## src/rtl/pipe_pkg.sv

```systemverilog
// Shared constants and level encoding for the pipeline stage register.
// Default payload/control widths and a helper that turns slot valids into an occupancy level.
package pipe_pkg;

  localparam int PIPE_DATA_W_DEF = 143;
  localparam int PIPE_CTRL_W_DEF = 3;

  typedef enum logic [1:0] {
    LVL_EMPTY = 2'd0,
    LVL_ONE   = 2'd1,
    LVL_TWO   = 2'd2
  } level_e;

  function automatic level_e levelOf(input logic mainValid, input logic skidValid);
    level_e lvl;
    unique case ({mainValid, skidValid})
      2'b11:        lvl = LVL_TWO;
      2'b10, 2'b01: lvl = LVL_ONE;
      default:      lvl = LVL_EMPTY;
    endcase
    return lvl;
  endfunction

endpackage

```

## src/rtl/pipe_entry.sv

```systemverilog
// One storage slot of the stage: valid bit, payload and side-effect controls.
// Flush kills valid and ctrl but leaves the payload alone; load wins over clear.
module pipe_entry
  import pipe_pkg::*;
#(
  parameter int DATA_W = PIPE_DATA_W_DEF,
  parameter int CTRL_W = PIPE_CTRL_W_DEF
) (
  input  logic              clk,
  input  logic              reset,
  input  logic              flush_i,
  input  logic              load_i,
  input  logic              clear_i,
  input  logic [DATA_W-1:0] data_i,
  input  logic [CTRL_W-1:0] ctrl_i,
  output logic              valid_o,
  output logic [DATA_W-1:0] data_o,
  output logic [CTRL_W-1:0] ctrl_o
);

  logic              valid_q, valid_d;
  logic [DATA_W-1:0] data_q, data_d;
  logic [CTRL_W-1:0] ctrl_q, ctrl_d;

  // Stored ctrl is zeroed whenever the slot goes invalid, so it can drive outputs directly.
  always_comb begin
    valid_d = valid_q;
    data_d  = data_q;
    ctrl_d  = ctrl_q;
    if (flush_i) begin
      valid_d = 1'b0;
      ctrl_d  = '0;
    end else if (load_i) begin
      valid_d = 1'b1;
      data_d  = data_i;
      ctrl_d  = ctrl_i;
    end else if (clear_i) begin
      valid_d = 1'b0;
      ctrl_d  = '0;
    end
  end

  always_ff @(posedge clk or negedge reset) begin
    if (!reset) begin
      valid_q <= 1'b0;
      data_q  <= '0;
      ctrl_q  <= '0;
    end else begin
      valid_q <= valid_d;
      data_q  <= data_d;
      ctrl_q  <= ctrl_d;
    end
  end

  assign valid_o = valid_q;
  assign data_o  = data_q;
  assign ctrl_o  = ctrl_q;

endmodule

```

## src/rtl/pipe_stage_reg.sv

```systemverilog
// Valid/ready pipeline stage register with synchronous flush of side-effect controls.
// Define PIPE_SKID_EN for a main+skid pair with registered in_ready; otherwise a single entry.
module pipe_stage_reg
  import pipe_pkg::*;
#(
  parameter int DATA_W = PIPE_DATA_W_DEF,
  parameter int CTRL_W = PIPE_CTRL_W_DEF
) (
  input  logic              clk,
  input  logic              reset,
  input  logic              flush,
  input  logic              in_valid,
  output logic              in_ready,
  input  logic [DATA_W-1:0] in_data,
  input  logic [CTRL_W-1:0] in_ctrl,
  output logic              out_valid,
  input  logic              out_ready,
  output logic [DATA_W-1:0] out_data,
  output logic [CTRL_W-1:0] out_ctrl,
  output logic [1:0]        level
);

  logic              mainValid;
  logic [DATA_W-1:0] mainData;
  logic [CTRL_W-1:0] mainCtrl;
  logic              acceptIn;
  logic              deliverOut;

  assign acceptIn   = in_valid && in_ready;
  assign deliverOut = mainValid && out_ready;

  assign out_valid = mainValid;
  assign out_data  = mainData;
  assign out_ctrl  = mainCtrl;

`ifdef PIPE_SKID_EN
  logic              skidValid;
  logic [DATA_W-1:0] skidData;
  logic [CTRL_W-1:0] skidCtrl;
  logic              mainLoad, mainClear, skidLoad, skidClear;
  logic [DATA_W-1:0] mainLoadData;
  logic [CTRL_W-1:0] mainLoadCtrl;

  assign in_ready = !skidValid;

  // The skid slot is only ever filled while main is held, so it always refills main first.
  always_comb begin
    mainLoad     = 1'b0;
    mainClear    = 1'b0;
    skidLoad     = 1'b0;
    skidClear    = 1'b0;
    mainLoadData = in_data;
    mainLoadCtrl = in_ctrl;
    if (skidValid) begin
      mainLoadData = skidData;
      mainLoadCtrl = skidCtrl;
    end
    if (!mainValid) begin
      mainLoad = acceptIn;
    end else if (deliverOut) begin
      mainLoad  = skidValid || acceptIn;
      mainClear = !skidValid && !acceptIn;
      skidClear = skidValid;
    end else begin
      skidLoad = acceptIn;
    end
  end

  pipe_entry #(.DATA_W(DATA_W), .CTRL_W(CTRL_W)) u_main (
    .clk     (clk),
    .reset   (reset),
    .flush_i (flush),
    .load_i  (mainLoad),
    .clear_i (mainClear),
    .data_i  (mainLoadData),
    .ctrl_i  (mainLoadCtrl),
    .valid_o (mainValid),
    .data_o  (mainData),
    .ctrl_o  (mainCtrl)
  );

  pipe_entry #(.DATA_W(DATA_W), .CTRL_W(CTRL_W)) u_skid (
    .clk     (clk),
    .reset   (reset),
    .flush_i (flush),
    .load_i  (skidLoad),
    .clear_i (skidClear),
    .data_i  (in_data),
    .ctrl_i  (in_ctrl),
    .valid_o (skidValid),
    .data_o  (skidData),
    .ctrl_o  (skidCtrl)
  );

  assign level = levelOf(mainValid, skidValid);
`else
  assign in_ready = !mainValid || out_ready;

  pipe_entry #(.DATA_W(DATA_W), .CTRL_W(CTRL_W)) u_main (
    .clk     (clk),
    .reset   (reset),
    .flush_i (flush),
    .load_i  (acceptIn),
    .clear_i (deliverOut),
    .data_i  (in_data),
    .ctrl_i  (in_ctrl),
    .valid_o (mainValid),
    .data_o  (mainData),
    .ctrl_o  (mainCtrl)
  );

  assign level = levelOf(mainValid, 1'b0);
`endif

endmodule

```

## config.mk

```make
export PLATFORM = sky130hd
export DESIGN_NAME = pipe_stage_reg
export DESIGN_NICKNAME = d
export VERILOG_FILES = /design/src/rtl/pipe_pkg.sv /design/src/rtl/pipe_entry.sv /design/src/rtl/pipe_stage_reg.sv
export SDC_FILE = /design/constraint.sdc
export NUM_CORES = 1
export LEC_CHECK = 0
export CORE_MARGIN = 3
export CORE_UTILIZATION = 23
export DETAILED_ROUTE_END_ITERATION = 8
export SETUP_SLACK_MARGIN = 0.5
export SLEW_MARGIN = 20
export SYNTH_ARGS = -nofsm -noshare
export SYNTH_HDL_FRONTEND = slang
export SYNTH_HIERARCHICAL = 1
export SYNTH_SLANG_ARGS = --single-unit
```

## constraint.sdc

```tcl
create_clock -name clk -period 4.5 [get_ports clk]
set_clock_uncertainty 0.2 [all_clocks]
set_input_delay 0.45 -clock clk [delete_from_list [all_inputs] [get_ports clk]]
set_output_delay 0.45 -clock clk [all_outputs]
set_load 0.05 [all_outputs]
```

### Word level (Yosys, flattened, before mapping)

Cells that the tools add are included.

| storage, ports and cells | value |
|---|---|
| output and inout bits | 150 |
| logic and storage cells | 17 |
| flip-flop bits (word level) | 147 |

| operators by class | value |
|---|---|
| muxes and demuxes | 7 |
| reductions and logical operators | 6 |
| bitwise gates (word level) | 1 |

Operator list:

| kind | number |
|---|---|
| 3-bit two-way mux | 3 |
| 1-bit two-way mux | 4 |
| 3-bit nonzero test | 1 |
| 1-bit logical AND | 2 |
| 2-bit AND reduction | 1 |
| 1-bit zero test | 1 |
| 1-bit logical OR | 1 |
| 1-bit NOT | 1 |

### Longest topological paths before layout

Gate-level depths: netlist of the first run.

| logic depth | value |
|---|---|
| depth after elaboration | 5 |
| depth in mapped cells | 7 |
| depth with buffers taken out | 4 |

### Hierarchy

Netlist of the first run, hierarchy kept.

By module, submodules not included:

| module | area an instance (µm²) | sequential area each (µm²) | cells each | times used |
|---|---|---|---|---|
| pipe_entry | 5,801.8 | 3,678.5 | 318 | 1 |
| pipe_stage_reg | 48.8 | 0.0 | 6 | 1 |

### Worst setup path before layout of the first run

Ideal clock, no wire load.

| timing | value |
|---|---|
| path type | register -> register |
| from | register u_main.valid_q (netlist: u_main/valid_o) |
| to | register u_main.data_q[100] (netlist: u_main/data_o[100]) |
| data arrival time | 1.953 ns |
| slack | 2.222 ns |
| stages on the path, launching flop included | 8 |
| clock period less this slack | 2.278 ns |
| path through | dfrtp_1 nand2b_4 and2_4 nor2b_4 buf_6 buf_12 buf_12 mux2_4 |

| on the way | value |
|---|---|
| word-level cells in the longest chain between the ends | 4 |

Ends and longest elaborated chain:

| element | RTL line | text |
|---|---|---|
| start: declaration | pipe_entry.sv:21 | `logic valid_q, valid_d;` |
| start signal: assignment | pipe_entry.sv:49 | `valid_q <= valid_d;` |
| 1-bit zero test | pipe_stage_reg.sv:97 | `assign in_ready = !mainValid \|\| out_ready;` |
| 1-bit logical OR | pipe_stage_reg.sv:97 |  |
| named net in_ready | pipe_stage_reg.sv:13 | `output logic in_ready,` |
| 1-bit logical AND | pipe_stage_reg.sv:29 | `assign acceptIn = in_valid && in_ready;` |
| named net acceptIn | pipe_stage_reg.sv:26 | `logic acceptIn;` |
| 2-bit AND reduction (no source line) | - |  |
| end signal: assignment | pipe_entry.sv:50 | `data_q <= data_d;` |
| end: declaration | pipe_entry.sv:22 | `logic [DATA_W-1:0] data_q, data_d;` |

The timed path passes the listed nets, and every way through them passes these cells.
A chain may end at the register's enable or synchronous reset.

### Worst setup path after layout of the first run

| timing | value |
|---|---|
| from | input out_ready |
| to | output in_ready |

| on the way | value |
|---|---|
| word-level cells in the longest chain between the ends | 1 |

Ends and longest elaborated chain:

| element | RTL line | text |
|---|---|---|
| start: declaration | pipe_stage_reg.sv:17 | `input logic out_ready,` |
| 1-bit logical OR | pipe_stage_reg.sv:97 |  |
| end: declaration | pipe_stage_reg.sv:13 |  |

No other way between the ends.

==> run_results.csv, run 1 <==
group,metric,value,unit
logic_synthesis,synth.lib_cells_used.distinct,18,
floorplan,num_rows,57,
worst_hold_path,startpoint_of_the_worst_hold_path,"u_main/data_o[122]",
place,place.detailed.hpwl,11400,um
flow_run,drv_cap,0,
critical_path,cp-start-kind,"primary input",
critical_path,cp-end-kind,"output port",
sta,max_freq,0.401,GHz
critical_path,critPathMostFrequentCell,"sky130_fd_sc_hd__clkdlybuf4s50_1",
detailed_routing,post-route-drc-count,0,
detailed_routing,routedWlPerCell,16.3,um
logic_synthesis,top_cell_type_by_total_area_after_synthesis,"sky130_fd_sc_hd__dfrtp_1",
sta,setup_total_negative_slack,0,ns
floorplan,die_w,165,um
clocking,clk-insertion-delay-late,0.41,ns
logic_synthesis,ys_seq_elements,147,
sta,rsz0062_at_grt,"false",
critical_path,crit_fanout,2,
detailed_routing,detail-route-antenna-nets,0,
clocking,setup_fix_bufs_post_cts,0,
power_and_ir_drop,power_density,505,mW/mm2
clocking,cts_tree,"done",
sta,finalHoldViolCount,0,
clocking,cts-root-buf,"sky130_fd_sc_hd__clkbuf_16",
grt,overall_overflow_remaining_after_global_route,0,
sta,timing_max_transition_violations_final,0,
clocking,clk_transition_reported_paths,0.06,ns
place,place_congestion,0.775,
critical_path,cp_slowest_stage_delay,0.80,ns
floorplan,initial_utilization,0.237,
logic_synthesis,synth_area_per_cell,18.1,um2
detailed_routing,dr.pass1.iters,4,
critical_path,worst-endpoint-required,3.85,ns
critical_path,worst-r2r-cell-count,5,
grt,grt_max_degree,77,
sta,fin_crit_sh,0.555,
logic_synthesis,synth.net_count,475,
final_layout,post_route_cells_drive_above_1_share,0.290,
sta,tightestPinTransition,0.700,ns
clocking,cts-buffers-inserted,17,
critical_path,reg2reg_slack,2.34,ns
grt,first_pass_grt_wire_length,24000,um
grt,grt_pass1_vias,4293,
floorplan,coreArea,0.0247,mm2
grt,global_route.usage.total,0.113,
floorplan,io-pin-count,301,
clocking,clock_sink_count,147,
sta,worst_hold_slack,0.305,ns
logic_synthesis,synth_top_cell_area_share,0.629,
final_layout,ff_latch_area,0.00368,mm2
power_and_ir_drop,static_leak,4.02,nW
detailed_routing,drt_iter0_markers,136,
logic_synthesis,ys.warnings.count,6,
final_layout,final_core_utilization,0.391,
clocking,clock_tree.buffer_depth,2,
critical_path,cp_cell_sequence,"clkdlybuf4s50_1, nand2b_4, clkdlybuf4s50_1",
logic_synthesis,synthTopCellsByArea,"sky130_fd_sc_hd__dfrtp_1 (63%), sky130_fd_sc_hd__mux2_2 (16%), sky130_fd_sc_hd__mux2_4 (15%), sky130_fd_sc_hd__buf_12 (2.4%), sky130_fd_sc_hd__buf_4 (1.3%)",
final_layout,fillers,2311,
critical_path,criticalPathCategory,"primary input to output port",
logic_synthesis,synth.yosys.seq_area_share,0.629,
worst_hold_path,whs_path_depth,1,
critical_path,crit_path_max_delay_cell_type,"sky130_fd_sc_hd__clkdlybuf4s50_1",
place,io_buffers,299,
final_layout,layout-area-overhead-vs-synth,65.1,%
critical_path,capturing_point_of_the_worst_reg2reg_path,"u_main/data_o[20]",
worst_hold_path,timing.hold.worst.class,"register to register",
sta,slew_headroom,0.533,
floorplan,die_height,165,um
power_and_ir_drop,vdd_ir_drop_max,0.230,mV
grt,grt_antenna_before_repair,0,
detailed_routing,detailroute.via_count,3836,
sta,layout_min_cycle_time,2.50,ns
final_layout,multi_input_comb_area,0.00194,mm2
sta,finalSetupViolCount,0,
final_layout,layout.nets,780,
clocking,cts_htree_levels,4,
worst_hold_path,holdPathEnd,"u_main/data_o[122]",
logic_synthesis,post_synth_instance_area,0.00585,mm2
critical_path,critPathArrivalTime,1.85,ns
floorplan,die_area,0.0274,mm2
outcome,status,"finished, final reports clean",
final_layout,num_antenna_cells,0,
detailed_routing,detail_route.wirelength,15800,um
critical_path,crit-reg2reg-launch,"u_main/valid_o",
logic_synthesis,synthesis.instances,324,
detailed_routing,viasPerCell,3.97,
-- cells in the mapped netlist (all sizes together) --
| library cell | instances |
|---|---|
| or3b | 2 |
| nor2b | 1 |
| nand2b | 2 |
| a21o | 1 |
| a21oi | 3 |
| nor4b | 1 |
| nand2 | 2 |
| buf | 18 |
| and2 | 2 |
| conb | 1 |
| inv | 1 |
| dfrtp | 147 |
| mux2 | 143 |
-- state kept, by name (all words and copies together) (netlist names) --
register	flops
u_main/data_o	143
u_main/ctrl_o	3
u_main/valid_o	1
-- worst max path at each step --
stage                   startpoint                  to  slack (ns)  cells after the start
detailed placement       out_ready  u_main/data_o[138]        1.86                      6
floorplan           u_main/valid_o  u_main/data_o[100]        2.22                      7
CTS                      out_ready            in_ready        2.00                      3
global route             out_ready            in_ready        1.98                      3
finish                   out_ready            in_ready        2.00                      3
global placement         out_ready   u_main/data_o[26]        1.90                      6
-- critical path, delay by kind of cell --
family / cells / cell delay [ns]
buffers and inverters: 2 / 1.27
and+or+nand+nor: 1 / 0.12
-- cell usage in the layout (no fill, tap or decap), drive strengths merged --
cell type	n
clkdlybuf4s50	298
dfrtp	147
mux2	143
clkbuf	18
inv	12
buf	5
a21oi	3
clkinv	2
nand2	2
or3b	2
and2	2
nand2b	2
conb	1
clkinvlp	1
dlygate4sd3	1
nor2b	1
nor4b	1
a21o	1
-- per-layer routing --
metal,wire length (um),GRT usage
met1,6070,0.128
met4,203,0.0355
met3,1550,0.0461
met2,7940,0.194
met5,0,0
-- where the power goes --
part           switching [mW]  leakage (nW)  total, mW  internal, mW
Clock                   0.629         0.281       1.38         0.750
Combinational            1.09          2.00       1.82         0.734
Sequential              0.132          1.73       1.68          1.55
Total                    1.85          4.02       4.88          3.03
-- through the flow --
stage               std cells  area [um2]  worst slack [ns]  power, mW
global placement          933        9080              1.90       3.52
finish                    966        9660              2.00       4.88
CTS                       966        9660              2.00       4.97
floorplan                 324        5850              2.22       2.83
global route              966        9660              1.98       5.11
detailed placement        933        9080              1.86       3.54
-- final cells by class --
type / count / share of cell area
inverters: 1 / 0.000389
repair buffers: 304 / 0.317
clock buffers: 18 / 0.0455
multi-input cells: 158 / 0.201
clock inverters: 14 / 0.0136
well taps: 324 / 0.0420
flip-flops and latches: 147 / 0.381
-- timing repair --
action | 4_1_cts | 5_1_grt
gates resized for setup | 0 | 0
hold buffers | 1 | 0
endpoints found under the hold margin | 74 | 0
-- logic make-up after synthesis --
logic type,count (synthesis),synth area share
flops,147,0.629
mux,143,0.313
buf+inv,19,0.0393
simple gates,10,0.0143
compound gates,4,0.00385
other cells,1,0.000641
Power figures use the tool's default switching activity.
==> inputs of run 2 (changes only) <==
==> constraint.sdc (replaced) <==
create_clock -name clk -period 2.5 [get_ports clk]
set_clock_uncertainty 0.2 [all_clocks]
set_input_delay 0.25 -clock clk [delete_from_list [all_inputs] [get_ports clk]]
set_output_delay 0.25 -clock clk [all_outputs]
set_load 0.05 [all_outputs]
==> run 2 against run 1 <==
Routed wire length up 4.8%. Non-clock buffer count up 25. Design area up 1.8%. Critical path type is now register to register. Largest cell class unchanged.
==> run_results.csv, run 2 (synthesis gave the netlist of run 1 again) <==
group,metric,value,unit
outcome,status,"finished, final reports clean",
final_layout,layout.nets,805,
floorplan,die_area,0.0274,mm2
floorplan,num_rows,57,
detailed_routing,post-route-drc-count,0,
detailed_routing,routedWlPerCell,16.7,um
sta,rsz0062_at_grt,"true",
detailed_routing,dr.pass1.iters,4,
critical_path,worst-endpoint-required,2.59,ns
critical_path,cp-start-kind,"register",
final_layout,largest_register_ff_count,143,
detailed_routing,viasPerCell,3.97,
final_layout,layout_commonest_cell,"sky130_fd_sc_hd__clkdlybuf4s50_1",
clocking,clk_transition_reported_paths,0.06,ns
power_and_ir_drop,vdd_ir_drop_max,0.489,mV
critical_path,criticalPathCategory,"register to register",
critical_path,reg2reg_slack,0.54,ns
final_layout,post_route_cells_drive_above_1_share,0.317,
sta,timing_max_transition_violations_final,0,
grt,grt_antenna_before_repair,0,
critical_path,capturing_point_of_the_worst_reg2reg_path,"u_main/data_o[29]",
clocking,cts_htree_levels,4,
sta,tightestPinTransition,0.697,ns
final_layout,multi_input_comb_area,0.00194,mm2
detailed_routing,drt_iter0_markers,122,
critical_path,cp-end-kind,"register",
clocking,clock_tree.buffer_depth,2,
clocking,cts_tree,"done",
grt,global_route.usage.total,0.113,
detailed_routing,detail-route-antenna-nets,0,
place,io_buffers,299,
worst_hold_path,timing.hold.worst.class,"primary input to register",
place,place_congestion,0.750,
clocking,cts-buffers-inserted,17,
sta,layout_min_cycle_time,1.96,ns
critical_path,crit-reg2reg-launch,"u_main/valid_o",
floorplan,die_w,165,um
power_and_ir_drop,power_density,882,mW/mm2
clocking,clk-insertion-delay-late,0.40,ns
final_layout,ff_latch_area,0.00368,mm2
final_layout,layout.cells.most_common_list,"sky130_fd_sc_hd__clkdlybuf4s50_1 (149), sky130_fd_sc_hd__dlygate4sd2_1 (148), sky130_fd_sc_hd__dfrtp_1 (146), sky130_fd_sc_hd__mux2_2 (84), sky130_fd_sc_hd__mux2_4 (59)",
sta,finalHoldViolCount,0,
place,placement.cell_area,0.00925,mm2
sta,worst_hold_slack,0.200,ns
floorplan,io-pin-count,301,
sta,setup_total_negative_slack,0,ns
worst_hold_path,startpoint_of_the_worst_hold_path,"in_ctrl[0]",
critical_path,worst-r2r-cell-count,6,
grt,overall_overflow_remaining_after_global_route,0,
sta,max_freq,0.510,GHz
critical_path,critical_path.startpoint,"u_main/valid_o",
sta,slew_headroom,0.535,
sta,fin_crit_sh,0.784,
clocking,clock_sink_count,147,
critical_path,crit_fanout,9,
critical_path,worstSetupEndpoint,"u_main/data_o[29]",
grt,grt_max_degree,72,
grt,grt_pass1_vias,4400,
final_layout,layout-area-overhead-vs-synth,68.1,%
floorplan,initial_utilization,0.237,
final_layout,fillers,2341,
power_and_ir_drop,static_leak,4.43,nW
grt,first_pass_grt_wire_length,23900,um
final_layout,stdcell_area,0.00984,mm2
sta,finalSetupViolCount,0,
floorplan,coreArea,0.0247,mm2
place,place.detailed.hpwl,11800,um
floorplan,die_height,165,um
critical_path,critPathArrivalTime,2.05,ns
flow_run,drv_cap,0,
clocking,cts-root-buf,"sky130_fd_sc_hd__clkbuf_16",
detailed_routing,detailroute.via_count,3930,
final_layout,num_antenna_cells,0,
detailed_routing,detail_route.wirelength,16500,um
==> run 2: how the worst min path moves through the flow <==
stage / cells past startpoint / to / slack (ns)
after floorplan: 0 / u_main/ctrl_o[0] / -0.25
after global placement: 1 / u_main/data_o[113] / 0.13
after detailed placement: 1 / u_main/data_o[126] / 0.13
after CTS: 3 / u_main/ctrl_o[0] / 0.18
after global routing: 3 / u_main/ctrl_o[0] / 0.19
final: 3 / u_main/ctrl_o[0] / 0.20
==> run 2: per-layer routing <==
metal	track usage	wire length [um]
met1	0.125	6370
met5	0	0
met4	0.0420	294
met2	0.190	7950
met3	0.0551	1900
==> run 2: cell type report <==
type	count	area share
clock inverters	13	0.0177
clock buffers	18	0.0436
inverters	1	0.000382
flip-flops and latches	147	0.374
well taps	324	0.0412
repair buffers	329	0.326
multi-input cells	158	0.197
==> run 2: stage by stage <==
step,utilization,setup WS (ns),instances,power [mW]
after CTS,0.393,0.493,981,8.80
final,0.399,0.539,990,8.68
after floorplan,-,0.414,324,5.09
after detailed placement,0.375,0.152,949,6.39
after global placement,0.375,0.164,949,6.37
after global routing,0.399,0.464,990,9.07
==> run 2: what timing repair did <==
| item | 4_1_cts | 5_1_grt |
|---|---|---|
| resized for setup | 150 | 1 |
| setup buffers | 0 | 4 |
| gates cloned | 0 | 5 |
| endpoints found under the hold margin | 66 | 0 |
| hold buffers | 1 | 0 |
| setup endpoints to repair | 171 | 68 |
| pin swaps | 0 | 0 |
==> run 2: worst max-delay path, cell delays in order (launching register included) <==
cell and delay (ns):
sky130_fd_sc_hd__dfrtp_2 0.44, sky130_fd_sc_hd__nand2b_4 0.08, sky130_fd_sc_hd__and2_4 0.17, sky130_fd_sc_hd__nor2b_4 0.26
sky130_fd_sc_hd__buf_12 0.17, sky130_fd_sc_hd__buf_4 0.18, sky130_fd_sc_hd__mux2_2 0.35
==> run 2: where the power goes <==
group	switching (mW)	leakage, nW	total, mW	internal, mW
registers	0.215	1.73	3.00	2.79
logic	1.98	2.41	3.05	1.08
clock network	1.04	0.284	2.62	1.58
==> inputs of run 3 (changes only) <==
==> constraint.sdc (replaced) <==
create_clock -name clk -period 1.9 [get_ports clk]
set_clock_uncertainty 0.2 [all_clocks]
set_input_delay 0.19 -clock clk [delete_from_list [all_inputs] [get_ports clk]]
set_output_delay 0.19 -clock clk [all_outputs]
set_load 0.05 [all_outputs]
==> run 3 against run 2 <==
The flow now finishes with violations (negative setup slack). Clock-buffer cell count grew 2. Final cell count grew 4.0%. First-iteration DRC count shrank 14%. Via count grew 6.2%. Utilization grew 4.9 points. Combinational power grew 62%. Register-to-register slack lost 0.56 ns.
==> run_results.csv, run 3 (synthesis gave the netlist of run 1 again) <==
group,metric,value,unit
critical_path,cp-end-kind,"register",
clocking,clk-insertion-delay-late,0.42,ns
final_layout,post_route_cells_drive_above_1_share,0.568,
clocking,clock_sink_count,147,
power_and_ir_drop,seqPwrFrac,0.330,
clocking,cts-root-buf,"sky130_fd_sc_hd__clkbuf_16",
sta,max_freq,0.520,GHz
sta,finalSetupViolCount,19,
detailed_routing,detail-route-antenna-nets,0,
detailed_routing,viasPerCell,4.05,
detailed_routing,drt_iter0_markers,105,
final_layout,layout.cells.most_common_list,"sky130_fd_sc_hd__buf_6 (158), sky130_fd_sc_hd__clkdlybuf4s50_1 (149), sky130_fd_sc_hd__dfrtp_1 (146), sky130_fd_sc_hd__mux2_4 (127), sky130_fd_sc_hd__buf_4 (29)",
final_layout,fillers,2166,
power_and_ir_drop,logic_pwr_share,0.397,
grt,grt_antenna_before_repair,0,
power_and_ir_drop,vdd_ir_drop_max,0.628,mV
power_and_ir_drop,switching_power,4.53,mW
final_layout,layout.cells.non_filler,1030,
sta,rsz0062_at_grt,"true",
final_layout,layout.nets,844,
final_layout,final_core_utilization,0.447,
critical_path,critPathArrivalTime,2.01,ns
floorplan,die_area,0.0274,mm2
floorplan,num_rows,57,
power_and_ir_drop,power_density,1130,mW/mm2
detailed_routing,post-route-drc-count,0,
sta,fin_crit_sh,1.01,
detailed_routing,detailroute.via_count,4173,
sta,finalHoldViolCount,0,
clocking,cts_htree_levels,4,
grt,first_pass_grt_wire_length,24900,um
critical_path,worst-endpoint-required,1.99,ns
floorplan,die_height,165,um
sta,layout_min_cycle_time,1.92,ns
place,place_congestion,0.752,
grt,global_route.usage.total,0.118,
final_layout,largest_register_ff_count,143,
clocking,clock_tree.buffer_depth,2,
clocking,cts-buffers-inserted,17,
critical_path,crit_fanout,6,
place,place.detailed.instances,957,
clocking,cts_tree,"done",
final_layout,num_antenna_cells,0,
power_and_ir_drop,clock_power_share,0.272,
grt,grt_max_degree,41,
flow_run,drv_cap,0,
critical_path,criticalPathCategory,"register to register",
detailed_routing,routedWlPerCell,18.0,um
clocking,clk_transition_reported_paths,0.07,ns
final_layout,layout_commonest_cell,"sky130_fd_sc_hd__buf_6",
worst_hold_path,timing.hold.worst.class,"primary input to asynchronous set/reset pin",
place,place.detailed.hpwl,12300,um
sta,timing_max_transition_violations_final,0,
sta,timing.final.ws_setup,-0.0229,ns
floorplan,io-pin-count,301,
outcome,status,"finished with violations",
power_and_ir_drop,static_leak,5.04,nW
power_and_ir_drop,p_sw_frac,0.363,
final_layout,layout-area-overhead-vs-synth,88.6,%
grt,grt_pass1_vias,4619,
detailed_routing,dr.pass1.iters,4,
power_and_ir_drop,internal_power,7.93,mW
outcome,violations,"negative setup slack",
floorplan,coreArea,0.0247,mm2
grt,overall_overflow_remaining_after_global_route,0,
power_and_ir_drop,design_power_total,12.5,mW
place,post-place-ws,-0.311,ns
critical_path,cp-start-kind,"register",
floorplan,die_w,165,um
place,io_buffers,299,
detailed_routing,detail_route.wirelength,18500,um
floorplan,initial_utilization,0.237,
## run 3: cell types whose count changed in the layout (fill, tap and decap cells not counted), sizes merged
cell / change
clkbuf: +7
clkinv: -1
buf: +182
dlygate4sd2: -148
clkinvlp: +1
bufinv: -1
## run 3: area by class of cell
cell class	count	area, um2	area share
Timing Repair Buffer	368	4130	0.374
Sequential cell	147	3680	0.333
Inverter	1	3.75	0.000340
Clock buffer	20	447	0.0405
Multi-Input combinational cell	158	2230	0.202
Tap cell	324	405	0.0367
Clock inverter	12	145	0.0132
## run 3: path summary, 6_finish.rpt
path	start	endpoint	slack, ns	depth (start not counted)
worst max register to register	u_main/valid_o	u_main/data_o[55]	-0.02	7
worst min register to register	u_main/data_o[138]	u_main/data_o[138]	0.31	1
max in group asynchronous	reset	u_main/data_o[99]	0.84	3
worst min-delay path	reset	u_main/data_o[81]	0.07	2
min in group clk	in_ctrl[0]	u_main/ctrl_o[0]	0.14	3
worst max-delay path	u_main/valid_o	u_main/data_o[55]	-0.02	7
## run 3: through the flow
step                      hold slack [ns]  instance area [um2]  TNS (ns)
after floorplan                    -0.306                 5850    -19.25
after global placement            -0.0608                 9080    -33.64
after detailed placement          -0.0602                 9080    -36.08
after CTS                          0.0615                10000         0
after global routing               0.0864                11000     -1.93
final                              0.0711                11000    -0.112
## run 3: critical path, cell delays in order (launching register included)
cell                       delay (ns)
sky130_fd_sc_hd__dfrtp_2         0.43
sky130_fd_sc_hd__nand2b_4        0.07
sky130_fd_sc_hd__and2_4          0.13
sky130_fd_sc_hd__nor2b_4         0.17
sky130_fd_sc_hd__buf_6           0.14
sky130_fd_sc_hd__buf_12          0.16
sky130_fd_sc_hd__buf_16          0.13
sky130_fd_sc_hd__mux2_2          0.34
## run 3: routing by layer
| metal | part of all wire | global-route usage | routed length (um) | vias up |
|---|---|---|---|---|
| met5 | 0 | 0 | 0 | - |
| met4 | 0.012 | 0.0371 | 213 | 0 |
| met3 | 0.10 | 0.0521 | 1870 | 11 |
| li1 | - | - | - | 1871 |
| met2 | 0.49 | 0.201 | 9140 | 213 |
| met1 | 0.39 | 0.133 | 7280 | 2078 |
## run 3: power by group through the flow
stage / Sequential [mW] / Clock, mW / Combinational [mW]
2_1_floorplan: 5.91 / 0 / 0.790
3_3_place_gp: 4.03 / 0 / 4.24
3_5_place_dp: 4.05 / 0 / 4.28
4_1_cts: 4.07 / 3.53 / 4.48
5_1_grt: 4.17 / 3.68 / 5.14
6_report: 4.11 / 3.40 / 4.95
## run 3: timing repair
action / CTS / global route
hold endpoints to repair: 147 / 0
setup buffers: 6 / 23
hold buffers: 1 / 0
setup endpoints to repair: 266 / 267
resized for setup: 300 / 159
pin swaps: 2 / 5
gates cloned: 0 / 11
==> variant 1: new RTL, flow settings as in run 2 <==
Change the package constant `PIPE_CTRL_W_DEF` from 3 to 2.
--- a/src/rtl/pipe_pkg.sv
+++ b/src/rtl/pipe_pkg.sv
@@ -3,7 +3,7 @@
 package pipe_pkg;
 
   localparam int PIPE_DATA_W_DEF = 143;
-  localparam int PIPE_CTRL_W_DEF = 3;
+  localparam int PIPE_CTRL_W_DEF = 2;
 
   typedef enum logic [1:0] {
     LVL_EMPTY = 2'd0,
Interface: changed (resized in_ctrl and out_ctrl); port bits go from 301 to 299. The function was not compared with the original's and may differ.
==> variant 1 against run 2 <==
Combinational power fell by 2%; sequential cell count fell by 1; highest routed layer unchanged; largest power group is now registers; routed wire length fell by 2.3%; critical path type unchanged; area after synthesis fell by 0.73%; global-route usage rose by 0.47 points; total power barely moved; synthesized cell count fell by 1.2%; die area fell by 0.70%; maximum frequency rose by 0.51%; largest cell class unchanged; count of clock-buffer cells in the layout rose by 1; cell area fell by 2.8%; setup slack improved by 9.9 ps.
==> variant 1: results <==
group,metric,value,unit
outcome,status,"finished, final reports clean",
timing,relSlewSlack,48.15,%
critical_path,r2r-end,"u_main/data_o[65]$_DFFE_PN0P_",
finish,seq_share,38.24,%
clock_network,cts-resized-gates,147,
place,place_ws,194.8,ps
power,p_total,8683,uW
route,first_pass_iters,3,
critical_path,slowest_delay,460,ps
finish,comb.multi_input.count,155,
global_route,grt_pass1_vias,4427,
finish,design.seq.count,146,
global_route,grt_pass1_wl,24.81,mm
place,place_inst,934,
place,port_buffers,297,
place,dp_hpwl,11.77,mm
hold_path,hp-start,"in_ctrl[1]",
finish,buf_share,30.82,%
place,gp_congestion,0.7608,
synth,synth.area.top_cells,"dfrtp_1 (63%), mux2_2 (16%), mux2_4 (15%), buf_12 (2.4%), buf_4 (1.3%)",
global_route,grt_max_degree,147,
timing,worst_hold_slack,220.1,ps
finish,fillers,2375,
power,pg_seq,2990,uW
finish,fin_nets,780,
finish,area_growth,64.54,%
## variant 1: cell types whose count changed after synthesis, sizes merged
cell   before  now
a21oi       3    2
nand2       2    1
dfrtp     147  146
or3b        2    1
## variant 1: kinds of logic (layout without fill, tap and decap cells)
logic type             Yosys count  after routing  share of synthesized area [%]
AO/OA/AOI/OAI                    3              3                         0.3016
AND/OR/NAND/NOR                  8              8                          1.228
other                            1              1                        0.06457
multiplexers                   143            143                          31.54
flip-flops                     146            146                          62.90
buffers and inverters           19            342                          3.964
## variant 1: routing by layer
metal,part of all wire (%),routed length (um)
met2,50,8016
met3,11,1719
met4,1.2,197
met5,0,0
met1,38,6198
## variant 1: critical path: cells and delay by family, from the launching register on
family | cells | cell delay (ps)
buffers and inverters | 2 | 360
AND/OR/NAND/NOR | 3 | 400
flip-flops | 1 | 460
multiplexers | 1 | 370
==> variant 2: new RTL, settings of run 2 <==
Without the edit above. `data_q` no longer has a reset.
--- a/src/rtl/pipe_entry.sv
+++ b/src/rtl/pipe_entry.sv
@@ -43,13 +43,15 @@
   always_ff @(posedge clk or negedge reset) begin
     if (!reset) begin
       valid_q <= 1'b0;
-      data_q  <= '0;
       ctrl_q  <= '0;
     end else begin
       valid_q <= valid_d;
-      data_q  <= data_d;
       ctrl_q  <= ctrl_d;
     end
+  end
+
+  always_ff @(posedge clk) begin
+    data_q <= data_d;
   end
 
   assign valid_o = valid_q;
Behaviour: not the same (Yosys sat finds a counterexample within 4 cycles, from zero or initial values and one cycle with reset low).
==> variant 2 against run 2 <==
Cell count is 24% lower; routed wire length is 24% lower; critical path type is now reg -> out; area after synthesis is 23% lower; highest routed layer unchanged; cell area is 16% lower; largest cell class unchanged; worst hold slack worse by 4.1 ps; die area is 22% lower; setup slack hardly changed; sequential cell count stayed put.
Power is not compared: it rests on default switching activity, and its combinational part moved more than twofold at a synthesized area within 25%.
==> variant 2: results <==
group,metric,value,unit
outcome,status,"finished, final reports clean",
hold_path,whs_path_depth,1,
synth,synth_nets,315,
clock_network,cts_hold_buf,1,
clock_network,cts-resized-gates,132,
global_route,grt_max_degree,74,
synth,synth_edf_count,143,
global_route,grt_pass1_wl,18.33,mm
synth,synthArstFlopShare,2.721,%
critical_path,r2r_slack,650,ps
critical_path,critical-path-top-delay-family,"buffers and inverters",
power,p_int,4385,uW
place,placed_cell_area,7866,sq um
place,place_ws,327.8,ps
finish,fin_nets,634,
hold_path,min_delay_worst_endpoint,"u_main/data_o[56]$_DFFE_PP_",
synth,yosys-top-cells-count,"edfxtp_1 (143), dfrtp_1 (4)",
route,detail-route-antenna-nets,0,
clock_network,clkTransAtPathRegs,60,ps
power,p_comb,812,uW
critical_path,critPathLaunch,"u_main/data_o[89]$_DFFE_PP_",
critical_path,crit_slowest_cell,"clkdlybuf4s50_1",
hold_path,hold_class,"in -> reg",
power,power_switching,1449,uW
route,drtIter0Drc,127,
clock_network,cts-buffers-inserted,17,
route,postRouteWirelength,12.58,mm
place,dp_hpwl,9.595,mm
clock_network,htreeDepth,4,
place,port_buffers,299,
synth,syn_inst,164,
power,ir_worst_vdd,0.4765,mV
critical_path,r2r.worst_path.cells,4,
power,power.leakage,0.003186,uW
route,wire_per_inst,16.71,um
synth,synth_cell_type_count,15,
place,gp_congestion,0.7555,
timing,relSlewSlack,63.08,%
finish,n_antenna_cell,0,
route,dr_total_vias,2818,
finish,final_layout_size_suffix_gt1_share,6.491,%
timing,worst_hold_slack,195.5,ps
critical_path,r2r-end,"u_main/data_o[85]$_DFFE_PP_",
synth,seq_area_frac_synth,97.29,%
global_route,grtUsageTotal,11.30,%
global_route,grt_pass1_vias,3068,
critical_path,slowest_delay,800,ps
finish,largest_reg_flops,143,
hold_path,hp-start,"in_data[56]",
place,place_inst,723,
critical_path,crit_fanout,1,
route,first_pass_iters,4,
timing,period_share,78.43,%
critical_path,worstPathArrival,1510,ps
critical_path,endpoint,"out_data[89]",
synth,synth.area.top_cells,"edfxtp_1 (95%), dfrtp_1 (2.2%), nor4b_1 (0.39%), a21o_1 (0.33%), buf_4 (0.33%)",
variant 2: cell count changes after synthesis, sizes merged:
cell	change
buf	-16
dfrtp	-143
nand2	-1
a21oi	-1
mux2	-143
a21o	+1
or3b	-1
nor4b	+1
edfxtp	+143
variant 2: cells by family (layout without fill, tap and decap cells):
kind of cell           count (synthesis)  count (layout)  synth area share, %
AND/OR/NAND/NOR                        9               9                1.662
other                                  1               1              0.08302
flip-flops                           147             147                97.29
AO/OA/AOI/OAI                          4               4               0.5539
buffers and inverters                  3             332               0.4153
variant 2: final cells by class:
cell class / count / area, sq um
fillers: 1789 / 10780
flip-flops and latches: 147 / 4395
repair buffers: 302 / 2910
clock buffers: 17 / 425.4
well taps: 260 / 325.3
multi-input cells: 14 / 108.9
clock inverters: 12 / 68.82
inverters: 1 / 3.754
variant 2: layer usage:
metal	up-vias	track usage [%]	share of wire [%]
li1	1289	-	-
met1	1355	12.09	37
met2	163	19.40	52
met3	11	5.369	9.3
met4	0	4.327	1.6
met5	-	0	0
